File: config.mk
export PLATFORM = sky130hd
export DESIGN_NAME = sipo_deframer
export DESIGN_NICKNAME = d
export VERILOG_FILES = /design/src/rtl/sipo_deframer.sv
export SDC_FILE = /design/constraint.sdc
export NUM_CORES = 1
export LEC_CHECK = 0
export ABC_CLOCK_PERIOD_IN_PS = 2100
export CORE_ASPECT_RATIO = 0.6
export CORE_UTILIZATION = 50
export CTS_CLUSTER_SIZE = 12
export DETAILED_ROUTE_END_ITERATION = 10
export PLACE_DENSITY = 0.71
export SETUP_SLACK_MARGIN = 0.15
export SLEW_MARGIN = 25
export SYNTH_ARGS = -nofsm -noshare
export SYNTH_HDL_FRONTEND = slang
export SYNTH_SLANG_ARGS = --single-unit
export TNS_END_PERCENT = 30
File: constraint.sdc
create_clock -name clk -period 2.1 [get_ports clk]
set_input_delay 0.525 -clock clk [delete_from_list [all_inputs] [get_ports clk]]
set_output_delay 0.525 -clock clk [all_outputs]
set_load 0.1 [all_outputs]
File: src/rtl/sipo_deframer.sv
// sipo_deframer: serial-to-parallel receive stage fed by the PISO serializer.
//
// Rebuilds LSB-first serial words of WIDTH bits (bit 0 flagged by sof) into
// parallel words and queues them in a 2-entry FIFO with a valid/ready
// handshake toward the consuming PE. Framing errors and overflow drops raise
// sticky flags.
//
// Ports:
//   clk        rising-edge clock
//   rst        asynchronous, active-low reset
//   s_in       serial data bit (bit 0 of a word arrives first)
//   s_valid    s_in carries a bit this cycle
//   sof        qualified by s_valid: this bit is bit 0 of a new word
//   clr_err    synchronous clear of frame_err / ovf_err
//   p_out      head-of-queue word
//   out_valid  queue not empty
//   out_ready  consumer accepts p_out
//   level      queue occupancy, 0..2
//   frame_err  sticky: word aborted by an early sof
//   ovf_err    sticky: completed word dropped because the queue was full
//   busy       word assembly in progress

`ifndef DATA_WIDTH
`define DATA_WIDTH 16
`endif

module sipo_deframer #(
    parameter int WIDTH = `DATA_WIDTH*2,
    parameter int CNT_W = $clog2(WIDTH)
) (
    input  logic             clk,
    input  logic             rst,
    input  logic             s_in,
    input  logic             s_valid,
    input  logic             sof,
    input  logic             clr_err,
    output logic [WIDTH-1:0] p_out,
    output logic             out_valid,
    input  logic             out_ready,
    output logic [1:0]       level,
    output logic             frame_err,
    output logic             ovf_err,
    output logic             busy
);

    typedef enum logic {S_IDLE, S_SHIFT} state_t;

    state_t             r_state, w_state_nxt;
    logic [CNT_W-1:0]   r_cnt,   w_cnt_nxt;
    // Only the upper WIDTH-1 bits need storage: the completing bit goes
    // straight into the queue together with these, so no bubble is needed.
    logic [WIDTH-2:0]   r_sr,    w_sr_nxt;
    logic [WIDTH-1:0]   w_word;
    logic               w_push;
    logic               w_frame_ev;

    logic [WIDTH-1:0]   r_q0, r_q1;
    logic [1:0]         r_level;
    logic               r_frame_err, r_ovf_err;
    logic               w_pop, w_ovf_ev;

    // New bit enters at the MSB; after WIDTH shifts bit 0 sits at the LSB.
    assign w_word = {s_in, r_sr};

    always_ff @(posedge clk or negedge rst) begin
        if (!rst) begin
            r_state <= S_IDLE;
            r_cnt   <= '0;
            r_sr    <= '0;
        end else begin
            r_state <= w_state_nxt;
            r_cnt   <= w_cnt_nxt;
            r_sr    <= w_sr_nxt;
        end
    end

    always_comb begin
        w_state_nxt = r_state;
        w_cnt_nxt   = r_cnt;
        w_sr_nxt    = r_sr;
        w_push      = 1'b0;
        w_frame_ev  = 1'b0;
        case (r_state)
            S_IDLE: begin
                // Bits outside a frame are silently ignored.
                if (s_valid && sof) begin
                    w_sr_nxt    = w_word[WIDTH-1:1];
                    w_cnt_nxt   = CNT_W'(1);
                    w_state_nxt = S_SHIFT;
                end
            end
            S_SHIFT: begin
                if (s_valid) begin
                    w_sr_nxt = w_word[WIDTH-1:1];
                    if (sof) begin
                        // Early sof: drop the partial word, restart on this bit.
                        w_frame_ev = 1'b1;
                        w_cnt_nxt  = CNT_W'(1);
                    end else if (r_cnt == CNT_W'(WIDTH-1)) begin
                        w_push      = 1'b1;
                        w_cnt_nxt   = '0;
                        w_state_nxt = S_IDLE;
                    end else begin
                        w_cnt_nxt = r_cnt + CNT_W'(1);
                    end
                end
            end
            default: w_state_nxt = S_IDLE;
        endcase
    end

    // Output queue: r_q0 is always the head, r_q1 the second entry.
    assign w_pop    = (r_level != 2'd0) && out_ready;
    assign w_ovf_ev = w_push && (r_level == 2'd2) && !w_pop;

    always_ff @(posedge clk or negedge rst) begin
        if (!rst) begin
            r_q0    <= '0;
            r_q1    <= '0;
            r_level <= 2'd0;
        end else begin
            case (r_level)
                2'd0: begin
                    if (w_push) begin
                        r_q0    <= w_word;
                        r_level <= 2'd1;
                    end
                end
                2'd1: begin
                    if (w_push && w_pop) begin
                        r_q0 <= w_word;
                    end else if (w_push) begin
                        r_q1    <= w_word;
                        r_level <= 2'd2;
                    end else if (w_pop) begin
                        r_level <= 2'd0;
                    end
                end
                default: begin
                    // Full: a push only lands when the head leaves this cycle.
                    if (w_pop) begin
                        r_q0 <= r_q1;
                        if (w_push) r_q1    <= w_word;
                        else        r_level <= 2'd1;
                    end
                end
            endcase
        end
    end

    // Sticky flags: an event in the same cycle as clr_err wins.
    always_ff @(posedge clk or negedge rst) begin
        if (!rst) begin
            r_frame_err <= 1'b0;
            r_ovf_err   <= 1'b0;
        end else begin
            r_frame_err <= (r_frame_err && !clr_err) || w_frame_ev;
            r_ovf_err   <= (r_ovf_err   && !clr_err) || w_ovf_ev;
        end
    end

    assign p_out     = r_q0;
    assign out_valid = (r_level != 2'd0);
    assign level     = r_level;
    assign frame_err = r_frame_err;
    assign ovf_err   = r_ovf_err;
    assign busy      = (r_state == S_SHIFT);

endmodule

==> results of run 1 <==
[worst max-delay path: cells and delay by family (launching register included)]
kind	cells	cell delay, ps
muxes	1	290
AOI/OAI and AO/OA	1	240
adders and majority gates	2	330
buffers and inverters	2	300
and+or+nand+nor	2	350
DFF	1	360
[synthesized netlist by cell type, types with 3 or more instances]
cell type / number
sky130_fd_sc_hd__dfrtp_1: 105
sky130_fd_sc_hd__mux2_2: 61
sky130_fd_sc_hd__nand2b_1: 34
sky130_fd_sc_hd__a22oi_1: 33
sky130_fd_sc_hd__nor2_1: 33
sky130_fd_sc_hd__mux2i_1: 32
sky130_fd_sc_hd__o311a_1: 32
sky130_fd_sc_hd__clkbuf_1: 15
sky130_fd_sc_hd__buf_2: 12
sky130_fd_sc_hd__inv_1: 7
sky130_fd_sc_hd__nand2_1: 5
sky130_fd_sc_hd__buf_6: 3
sky130_fd_sc_hd__o21ai_0: 3
sky130_fd_sc_hd__o22ai_1: 3
[path summary, 6_finish.rpt]
check                      endpoint  slack (ps)  depth (start not counted)
max                         r_q1[8]         100                          8
min                        r_cnt[2]         170                          1
max reg2reg                 r_q1[8]         100                          8
min reg2reg                 ovf_err         500                          2
max in group asynchronous   r_q1[5]        1350                          2
min in group clk            ovf_err         500                          2
[cells in the final DEF (no fill, tap or decap), drive strengths merged, types with 2 or more instances in the layout]
cell           count
a21oi              3
a22oi             33
buf               72
bufinv             2
clkbuf            12
clkdlybuf4s50      4
dfrtp            105
ha                 2
inv                7
mux2              63
mux2i             32
nand2              5
nand2b            34
nor2              33
nor2b              2
o21ai              4
o221ai             2
o22ai              3
o311a             32
[flip-flops by register name (all words and copies together) (netlist names)]
name / flops
r_cnt: 5
r_q1: 32
r_sr: 31
level: 2
ovf_err: 1
busy: 1
p_out: 32
frame_err: 1
[final cells by class]
| cell class | count | area (µm²) | area share (%) |
|---|---|---|---|
| well taps | 130 | 163 | 2.55 |
| multi-input cells | 263 | 2300 | 36.0 |
| clock inverters | 4 | 76.3 | 1.20 |
| clock buffers | 11 | 253 | 3.96 |
| flip-flops and latches | 105 | 2640 | 41.3 |
| repair buffers | 77 | 931 | 14.6 |
| inverters | 7 | 26.3 | 0.412 |
[through the flow]
step                setup TNS [ps]  hold slack [ps]  total power [mW]  cells  setup slack, ps
floorplan                        0              229              4.42    408              124
global placement              -345              477              5.07    574            -13.9
detailed placement           -1990              483              5.16    574            -61.2
CTS                              0              183              7.01    594              118
global route                     0              200              7.28    597             30.4
finish                           0              171              7.00    597              104
[layer usage]
metal / vias up / wire, µm
li1: 1620 / -
met1: 1843 / 5400
met2: 82 / 5800
met3: 8 / 458
met4: 0 / 89
met5: - / 0
[report_power, final]
group          internal, mW  switching [mW]
sequential             2.43           0.482
clock                  1.11           0.735
combinational         0.836            1.41
[what timing repair did]
item                                   in CTS  in global routing
gates resized for setup                     9                 15
setup endpoints to repair                  67                 65
endpoints found under the hold margin       0                  0
pin swaps                                   1                  1
setup buffers                               4                  2
cloned                                      1                  1
[cell families (layout without fill, tap and decap cells)]
family / Yosys count / count (layout)
compound gates: 84 / 84
fa+ha+maj: 2 / 2
buf+inv: 40 / 99
flops: 105 / 105
mux: 95 / 95
simple gates: 82 / 82
==> results list, run 1 <==
- After synthesis the netlist holds a flip-flop and latch count of 105.
- 0 antenna diodes ended up in the layout.
- Cells fill 67.5% of the core in the end.
- Compared with the post-synthesis result, the final layout area differs by 27.0%.
- Fraction of post-synthesis cell area in the top cell type by area: 52.3%
- The core region is 9460 µm².
- Met2 usage: 41.0%
- R2R Path Start: r_cnt[0]
- In this run the static leakage power is ~2.9 nW.
* Class of the most critical setup path: register to register
* Number of H-tree branching levels: 3
* Warning count from the yosys run: 0
- Max Transition Viols Final: 0
* Worst Path Arrival: 2220 ps
- CP Max Fanout: 4
* Maximum root-to-sink buffer count: 2
- Of the cells placed in the final design, the portion with a size suffix greater than 1 is 34.9%.
* Fraction of the mapped netlist area in adder cells: less than 1%
- CP cell instances: ha_2 -> and3_4 -> ha_4 -> nand4b_4 -> a21oi_4 -> buf_6 -> clkbuf_16 -> mux2_4
- Vias/cell: 5.95
* Maximum clock frequency: about 500 MHz
- Number of max-capacitance violations reported: 0
- Setup repair after global routing could not meet its margin everywhere.
* Number of buffers inserted for hold repair after clock tree synthesis: 0
- Once the floorplan was initialized, standard cells occupied a little over half of the core.
* Endpoints failing setup: 0
- Counting the fill cells in the layout gives roughly 690.
- Across every metal layer, demand over resource in global routing totals around a quarter.
- The detail route stage leaves a number of antenna-violating nets equal to 0.
* Post-Syn Area per Cell: approximately 12 µm²
- Dividing the detail-routed wire length by the instance count gives 19.7 µm.
- Post-Synth XOR/XNOR Area: 0%
- The pre-antenna-repair detailed-routing pass consisted of 4 iterations.
- In the synthesized netlist, the number of instances is just over 400.
* Pin count of the biggest net entering global routing: 42
* Combinational family with the most area after synthesis: multiplexers
- The floorplan has 27 rows.
* Startpoint type of the worst setup path: register
* Final HPWL DP: 7.08 mm
* Sum of routed wire length over all layers: 11.7 mm
- Final period demand of the worst path: 2000 ps
* Critical Path Start: r_cnt[0]
- Largest cells by area after synthesis: sky130_fd_sc_hd__dfrtp_1, sky130_fd_sc_hd__mux2_2, sky130_fd_sc_hd__mux2i_1
- Global routing finished with a remaining overflow of 0.
- The number of failing hold endpoints at the final stage is 0.
* Net count after synthesis: 417
- Peak-usage layer in the global routing report: met2
* CTS Buf Count: 9
- The final layout contains 472 nets.
- Synthesized-area fraction occupied by and/or/nand/nor cells: 8.74%
- Clock transition at the registers of the reported paths: about 70 ps
- Port buffer count: 44
- Final weighted congestion in routability-driven placement: 0.809
* Worst-margin pin slew: 555 ps
- Share of the cycle needed by the critical path after routing: 95.0%
- Clock Skew: 7.45 ps
- Area of the die: 10500 µm²
* Hold Crit Class: primary input to asynchronous set/reset pin
- Sequential elements use 52.3% of the synthesized area.
- For this design, the sink count on the clock tree is ~110.
* Run status: finished clean
- The synthesized netlist contains 38 unique library cells.
- Share of flip-flops with an asynchronous set or reset: 100%
* Area after DPL: 5860 µm²
- Headroom to the max-slew limit came out at 63.0%.
- Met3 capacity usage during global routing: between 4 and 5%
* Die width: 131 µm
* Die height: 79.7 µm
- The portion of synthesized area spent on multiplexers is 20.5%.
- The detailed router finished its first iteration with between 300 and 400 violations.
* Number of design rule violations left after detail routing: 0
- Across all layers, the routed design uses between 3000 and 4000 vias.
- Number of antenna violations at the first check in global routing: 0
* Global-route wire length before repair: 19.3 mm
- Buffer cell driving the clock tree root: sky130_fd_sc_hd__clkbuf_16
* Delay contributed by the slowest stage of the critical path: 360 ps
* Area of the mapped netlist: 5020 µm²
* Max VDD drop: 0.772 mV
- Worst Setup End Kind: register
- For this run, global-route usage on met1 was measured as 30.6%.
* Number of global-route vias before repair: 3748
- Post-synthesis compound-gate area fraction: 14.1%
- Cell taking the most area after synthesis: sky130_fd_sc_hd__dfrtp_1
- 45 I/O pins were placed.
- After routing the design area is 6380 µm².
- Worst-skew pair later-pin latency: 340 ps
- For this design, the slowest cell found on the critical path is sky130_fd_sc_hd__dfrtp_1.
- TritonCTS built the clock tree.
- The synthesized design contains 0 enable-type register cells.
- For this run, the leading register cell type out of synthesis is sky130_fd_sc_hd__dfrtp_1.
* Required arrival time at the worst endpoint: 2330 ps
- Power density over the cells: 1100 nW/µm²
Note: power is estimated with default switching activity, not from simulation.
==> run 2, diff against run 1 <==
- TNS_END_PERCENT: 30 -> 20
==> run 2 against run 1 <==
Via count increased by 0.11%. Die area unchanged. Global-route usage decreased by 0.058 points. Clock power about the same. Flip-flop and latch count unchanged. Sequential share of layout area unchanged. Fmax increased by 0.18%. Critical endpoint unchanged.
==> results list, run 2 (synthesis results as in run 1) <==
* Total I/O pin count: 45 (unchanged)
- The die area is 10500 µm² (unchanged).
- Sum of routed wire length over all layers: 11.7 mm (-0.17%)
- Clock Skew: 8.09 ps (+0.647 ps)
- Worst Setup End Kind: register
- Max VDD drop: 0.770 mV (-0.24%)
- Unrepaired setup endpoints after global routing: true
* Relative slew margins: 63.0% (about the same)
- Reg2reg setup slack: 110 ps (about the same)
* Number of failing hold endpoints at the final stage: 0 (unchanged)
- The maximum operating frequency is 502 MHz (+0.18%).
- Number of H-tree branching levels: 3 (unchanged)
* Number of design rule violations left after detail routing: 0 (unchanged)
- Leakage: 2.94 nW (unchanged)
- CP Max Fanout: 4 (unchanged)
* Required arrival time at the worst endpoint: 2330 ps (about the same)
* Final weighted congestion in routability-driven placement: 0.809 (unchanged)
* Clock transition at the registers of the reported paths: 70 ps (about the same)
* Via count: 3557 (+0.11%)
- The clock latency of the later-clocked register in the worst-skew pair came to 340 ps (about the same).
- Final worst slack: 108 ps (+3.63 ps)
- Class of the most critical setup path: register to register
- The library cell used most frequently in the layout, excluding fill and tap cells, is sky130_fd_sc_hd__dfrtp_1.
- Number of antenna violations at the first check in global routing: 0 (unchanged)
- The switching power as a share of total power came to 37.4% (-0.062 points).
- Most frequent cells in the layout: sky130_fd_sc_hd__dfrtp_1, sky130_fd_sc_hd__mux2_2, sky130_fd_sc_hd__buf_4
* CTS tree: yes
- The initial core utilization came to 53.1% (unchanged).
- The combinational power share was 32.1% (about the same).
- Synthesis-to-finish area growth: 27.0% (unchanged)
- The tightest min-delay check is of the primary input to asynchronous set/reset pin type.
- The worst register-to-register path begins at r_cnt[0].
- The final worst hold slack was 172 ps (+0.470 ps).
* Worst-margin pin slew: 555 ps (+0.0511 ps)
- Die width: 131 µm (unchanged)
* Total global-route track usage: 23.6% (-0.058 points)
- The cell-internal power came to 4.37 mW (about the same).
- Number of global-route vias before repair: 3746 (-0.053%)
- Startpoint type of the worst setup path: register
- Final period demand of the worst path: 1990 ps (-3.63 ps)
* Register-to-Register Path Depth: 8 (unchanged)
- 1st-iter DRT viols: 305 (-4.4%)
- The first-pass iteration count of the detailed router is 4 (unchanged).
- Die height: 79.7 µm (unchanged)
- Proportion of power drawn by the clock network: 26.3% (about the same)
- The final global-route overflow total was 0 (unchanged).
- The worst setup slack after placement was -61.2 ps (unchanged).
- The routed length per instance was 19.6 µm (-0.17%).
* Sequential share of power: 41.7% (about the same)
- The diode insertion count for antenna repair came to 0 (unchanged).
- The number of hold buffers added after CTS came to 0 (unchanged).
- The net total in the final layout was 472 (unchanged).
* Vias/cell: 5.96 (+0.11%)
* Max Transition Viols Final: 0 (unchanged)
* Core Region: 9460 µm² (unchanged)
* Maximum root-to-sink buffer count: 2 (unchanged)
- Fraction of final layout cells with drive strength greater than 1: 34.9% (unchanged)
- The number of endpoints failing setup at the final stage is 0 (unchanged).
- The largest net degree at the start of global routing came to 42 (unchanged).
* Critical register-to-register path endpoint: r_q1[8]
* Final HPWL DP: 7.08 mm (unchanged)
* Buffer cell driving the clock tree root: sky130_fd_sc_hd__clkbuf_16
* Worst Path Arrival: 2220 ps (about the same)
- CTS Buf Count: 9 (unchanged)
- Global-route wire length before repair: 19.3 mm (-0.18%)
- Run status: finished clean
* P_sw: 2.62 mW (-0.27%)
- The post-route antenna net violation count is 0 (unchanged).
- Power density over the cells: 1090 nW/µm² (-0.10%)
- Port buffer count: 44 (unchanged)
- Number of max-capacitance violations reported: 0 (unchanged)
- The final clock period utilization by the worst path was 94.9% (-0.17 points).
* Count of standard-cell rows: 27 (unchanged)
* Total number of clock tree sinks: 105 (unchanged)
==> run 2: worst max-delay path by stage <==
stage	startpoint	to	slack, ps	cells past startpoint
finish	r_cnt[0]	r_q1[8]	110	8
global route	r_cnt[0]	r_q1[8]	30	8
CTS	r_cnt[0]	r_q1[8]	120	8
detailed placement	sof	r_q1[8]	-60	5
global placement	sof	r_q1[7]	-10	5
floorplan	level[0]	p_out[11]	120	5
==> run 2: area by class of cell <==
class,count,area (µm²)
inverters,7,26.3
clock buffers,11,253
well taps,130,163
fillers,693,3080
flip-flops and latches,105,2640
multi-input cells,263,2300
repair buffers,77,931
clock inverters,4,76.3
==> run 2: power groups by stage <==
stage / Sequential [mW] / Combinational [mW] / Clock (mW)
final: 2.91 / 2.24 / 1.84
after detailed placement: 2.93 / 2.23 / 0
after global routing: 2.97 / 2.36 / 1.95
after global placement: 2.90 / 2.17 / 0
after CTS: 2.89 / 2.25 / 1.86
after floorplan: 3.77 / 0.654 / 0
==> run 2: critical path, cell delays in order, from the launching register on <==
cell                        delay, ps
sky130_fd_sc_hd__dfrtp_1          360
sky130_fd_sc_hd__ha_2             190
sky130_fd_sc_hd__and3_4           200
sky130_fd_sc_hd__ha_4             140
sky130_fd_sc_hd__nand4b_4         150
sky130_fd_sc_hd__a21oi_4          230
sky130_fd_sc_hd__buf_6            160
sky130_fd_sc_hd__clkbuf_16        140
sky130_fd_sc_hd__mux2_4           290
==> run 2: per-stage QoR <==
| stage | utilization, % | TNS (ps) | power (mW) | std cells | area (µm²) |
|---|---|---|---|---|---|
| floorplan | - | 0 | 4.42 | 408 | 5040 |
| global placement | 62.0 | -345 | 5.07 | 574 | 5860 |
| finish | 67.5 | 0 | 6.99 | 597 | 6380 |
| global route | 67.5 | 0 | 7.28 | 597 | 6380 |
| detailed placement | 62.0 | -1990 | 5.16 | 574 | 5860 |
| CTS | 66.4 | 0 | 7.01 | 594 | 6280 |
==> run 2: what timing repair did <==
action                                  4_1_cts  5_1_grt
setup buffers                                 4        2
pin swaps                                     1        1
gates cloned                                  1        1
endpoints found under the setup margin       67       65
gates resized for setup                       7       17
==> run 2: routing by layer <==
metal / vias up / global-route usage (%) / routed length (µm)
met2: 65 / 40.8 / 5820
met5: - / 0 / 0
met1: 1868 / 30.5 / 5380
li1: 1616 / - / -
met3: 8 / 4.89 / 436
met4: 0 / 6.28 / 86
==> run 3, diff against run 2 <==
- ABC_CLOCK_PERIOD_IN_PS: 2100 -> 2400
- clock period: 2.1 -> 2.4 ns (I/O delays scaled with it)
==> run 3 against run 2 <==
Combinational power fell by 20%. Via count shrank 2.4%. Largest power group unchanged. Clock-buffer cell count did not move. Flip-flop and latch count stayed put. Clock power shrank 20%. Critical path type unchanged. Core utilization is 5.3 points lower. Cell count fell by 2.5%. Worst hold slack got worse by 7.7 ps. Critical path depth decreased by 1. Non-clock buffer count is 16 lower.
==> results list, run 3 (synthesis results as in run 1) <==
- The maximum operating frequency was 474 MHz (-5.5%).
* Setup total negative slack: 0 ps (unchanged)
- CTS tree: yes
* Run status: finished clean
- Sum of routed wire length over all layers: 11.1 mm (-5.2%)
* Setup Fix Bufs, Post-CTS: 0 (-4)
- Routed signal wires occupy layers up through met4.
* Worst-skew pair later-pin latency: 340 ps (about the same)
* Number of H-tree branching levels: 3 (unchanged)
- The signal arrival time at the worst endpoint came to 2330 ps (+110 ps).
- Number of design rule violations left after detail routing: 0 (unchanged)
- The via count was 3473 (-2.4%).
- Number of failing hold endpoints at the final stage: 0 (unchanged)
- Endpoints failing setup: 0 (unchanged)
- Relative slew margins: 65.0% (+2.0 points)
* Global-route congestion overflow total: 0 (unchanged)
* Clock Skew: 4.79 ps (-3.30 ps)
* Port buffer count: 44 (unchanged)
- Area after DPL: 5580 µm² (-4.8%)
* Area of the die: 10500 µm² (unchanged)
- Max Transition Viols Final: 0 (unchanged)
- Clock transition at the registers of the reported paths: 70 ps (about the same)
- The startpoint identified for the worst register-to-register timing path is r_cnt[0].
* Critical register-to-register path endpoint: r_q1[2]
* Die height: 79.7 µm (unchanged)
- Slowest CP cell: sky130_fd_sc_hd__dfrtp_1
* Initial core utilization: 53.1% (unchanged)
- Commonest non-fill, non-tap cell in the layout: sky130_fd_sc_hd__dfrtp_1
* Layout Cell Area excl Fill: 5880 µm² (-7.9%)
- The fraction of layout instances using a drive strength above 1 is 31.2% (-3.7 points).
- The routed length per instance was 19.1 µm (-2.8%).
- Leaving out fill and tap cells, the most frequent cells in the layout are sky130_fd_sc_hd__dfrtp_1, sky130_fd_sc_hd__mux2_2, sky130_fd_sc_hd__buf_4.
- By instance count, the cell type seen most on the critical path is sky130_fd_sc_hd__ha_1.
- The number of fill cells came to 762 (+10%).
* Critical Path Start: r_cnt[0]
* Total global-route track usage: 22.5% (-1.1 points)
- The post-route antenna net violation count is 0 (unchanged).
- The total I/O pin count was 45 (unchanged).
* Register-to-Register Path Depth: 7 (-1)
* Worst-margin pin slew: 525 ps (-29.9 ps)
- Number of antenna violations at the first check in global routing: 0 (unchanged)
- Final weighted congestion in routability-driven placement: 0.807 (-0.17%)
- The maximum clock path buffer count came to 2 (unchanged).
* CP cell instances: ha_1 -> and3_1 -> ha_1 -> nand4b_4 -> a21oi_4 -> buf_12 -> mux2_2
* 1st-iter DRT viols: 217 (-29%)
- The final clock period utilization by the worst path was 87.8% (-7.0 points).
- Max VDD drop: 0.695 mV (-9.8%)
- The max-cap violation count came to 0 (unchanged).
- Die width: 131 µm (unchanged)
* Final period demand of the worst path: 2110 ps (+116 ps)
* Count of TritonRoute iterations in the first routing pass: 5 (+1)
- The total clock buffers created by CTS came to 9 (unchanged).
- Setup repair after global routing left no endpoint under its margin.
- The critical path required time is 2630 ps (+300 ps).
- The worst-path maximum fanout was 32 (+28).
* Wire length on met3: 500 µm (+15%)
- The leakage dissipation was 2.75 nW (-6.4%).
- Power density over the cells: 984 nW/µm² (-10%)
- Hold Crit Class: primary input to asynchronous set/reset pin
* Resize count post-CTS: 0 (-7)
- Reg2reg setup slack: 290 ps (+180 ps)
- Startpoint type of the worst setup path: register
- The met2 layer wire length in the routed design is 4.93 mm (-15%).
- The via count of the first global-routing pass was 3432 (-8.4%).
- Number of buffers inserted for hold repair after clock tree synthesis: 0 (unchanged)
- The delay of the slowest critical-path stage is 430 ps (+70 ps).
- Core Region: 9460 µm² (unchanged)
- Nets@finish: 456 (-3.4%)
- The number of sinks driven by the clock tree is 105 (unchanged).
- The number of vias per cell was 5.97 (+0.15%).
* Global-route wire length before repair: 18.0 mm (-6.5%)
- The cell sitting at the root of the clock tree is a sky130_fd_sc_hd__clkbuf_16.
* Class of the most critical setup path: register to register
* Wire length the detailed router placed on met1: 5.53 mm (+2.8%)
- Hold slack: 164 ps (-7.68 ps)
- The largest net degree at the start of global routing came to 47 (+12%).
- The total number of placement rows was 27 (unchanged).
* Final HPWL DP: 6.88 mm (-2.8%)
- Worst Setup End Kind: register
* Synthesis-to-finish area growth: 17.0%
* Ant. Diodes: 0 (unchanged)
- Following the worst setup path forward leads to its endpoint at r_q1[2].
[run 3: cell types whose count changed in the layout (fill, tap and decap cells not counted), moves of 2 or more]
cell,before,now
sky130_fd_sc_hd__mux2_4,17,0
sky130_fd_sc_hd__buf_12,24,7
sky130_fd_sc_hd__mux2_1,0,2
sky130_fd_sc_hd__dfrtp_4,2,0
sky130_fd_sc_hd__ha_1,0,2
sky130_fd_sc_hd__buf_6,2,0
sky130_fd_sc_hd__clkinv_2,0,2
sky130_fd_sc_hd__mux2_2,46,61
sky130_fd_sc_hd__buf_4,44,49
[run 3: layout make-up]
class / instances / area, µm² / share of cell area, %
inverter: 7 / 26.3 / 0.447
clock inverter: 5 / 55.1 / 0.936
multi-input combinational: 263 / 2210 / 37.6
clock buffer: 11 / 243 / 4.13
sequential: 105 / 2630 / 44.7
tap: 130 / 163 / 2.77
timing repair buffer: 61 / 553 / 9.40
[run 3: worst min path at each step]
stage | from | to | slack [ps]
2_1_floorplan | rst | busy | 300
5_1_grt | rst | r_cnt[2] | 180
3_5_place_dp | ovf_err | ovf_err | 490
3_3_place_gp | ovf_err | ovf_err | 470
6_report | rst | r_cnt[2] | 160
4_1_cts | rst | r_cnt[2] | 170
[run 3: per-layer routing]
metal / up-vias / track usage [%]
met2: 89 / 33.8
li1: 1586 / -
met5: - / 0
met4: 0 / 8.72
met3: 15 / 4.51
met1: 1783 / 32.2
[run 3: through the flow]
step / setup WS [ps] / total power, mW / instances / util [%]
2_1_floorplan: 211 / 3.87 / 408 / -
6_report: 292 / 5.79 / 582 / 62.2
4_1_cts: 314 / 5.83 / 582 / 62.2
3_5_place_dp: 208 / 4.35 / 566 / 59.0
3_3_place_gp: 242 / 4.28 / 566 / 59.0
5_1_grt: 161 / 6.04 / 582 / 62.2
[run 3: critical path: cells and delay by family, from the launching register on]
kind            cells  cell delay, ps
fa+ha+maj           2             450
flops               1             430
mux                 1             370
simple gates        2             330
buf+inv             1             230
compound gates      1             160
[run 3: report_power, final]
group          switching, mW  leakage, nW  internal [mW]
registers              0.397         1.33           2.13
logic                   1.21         1.29          0.581
clock network          0.631        0.142          0.834
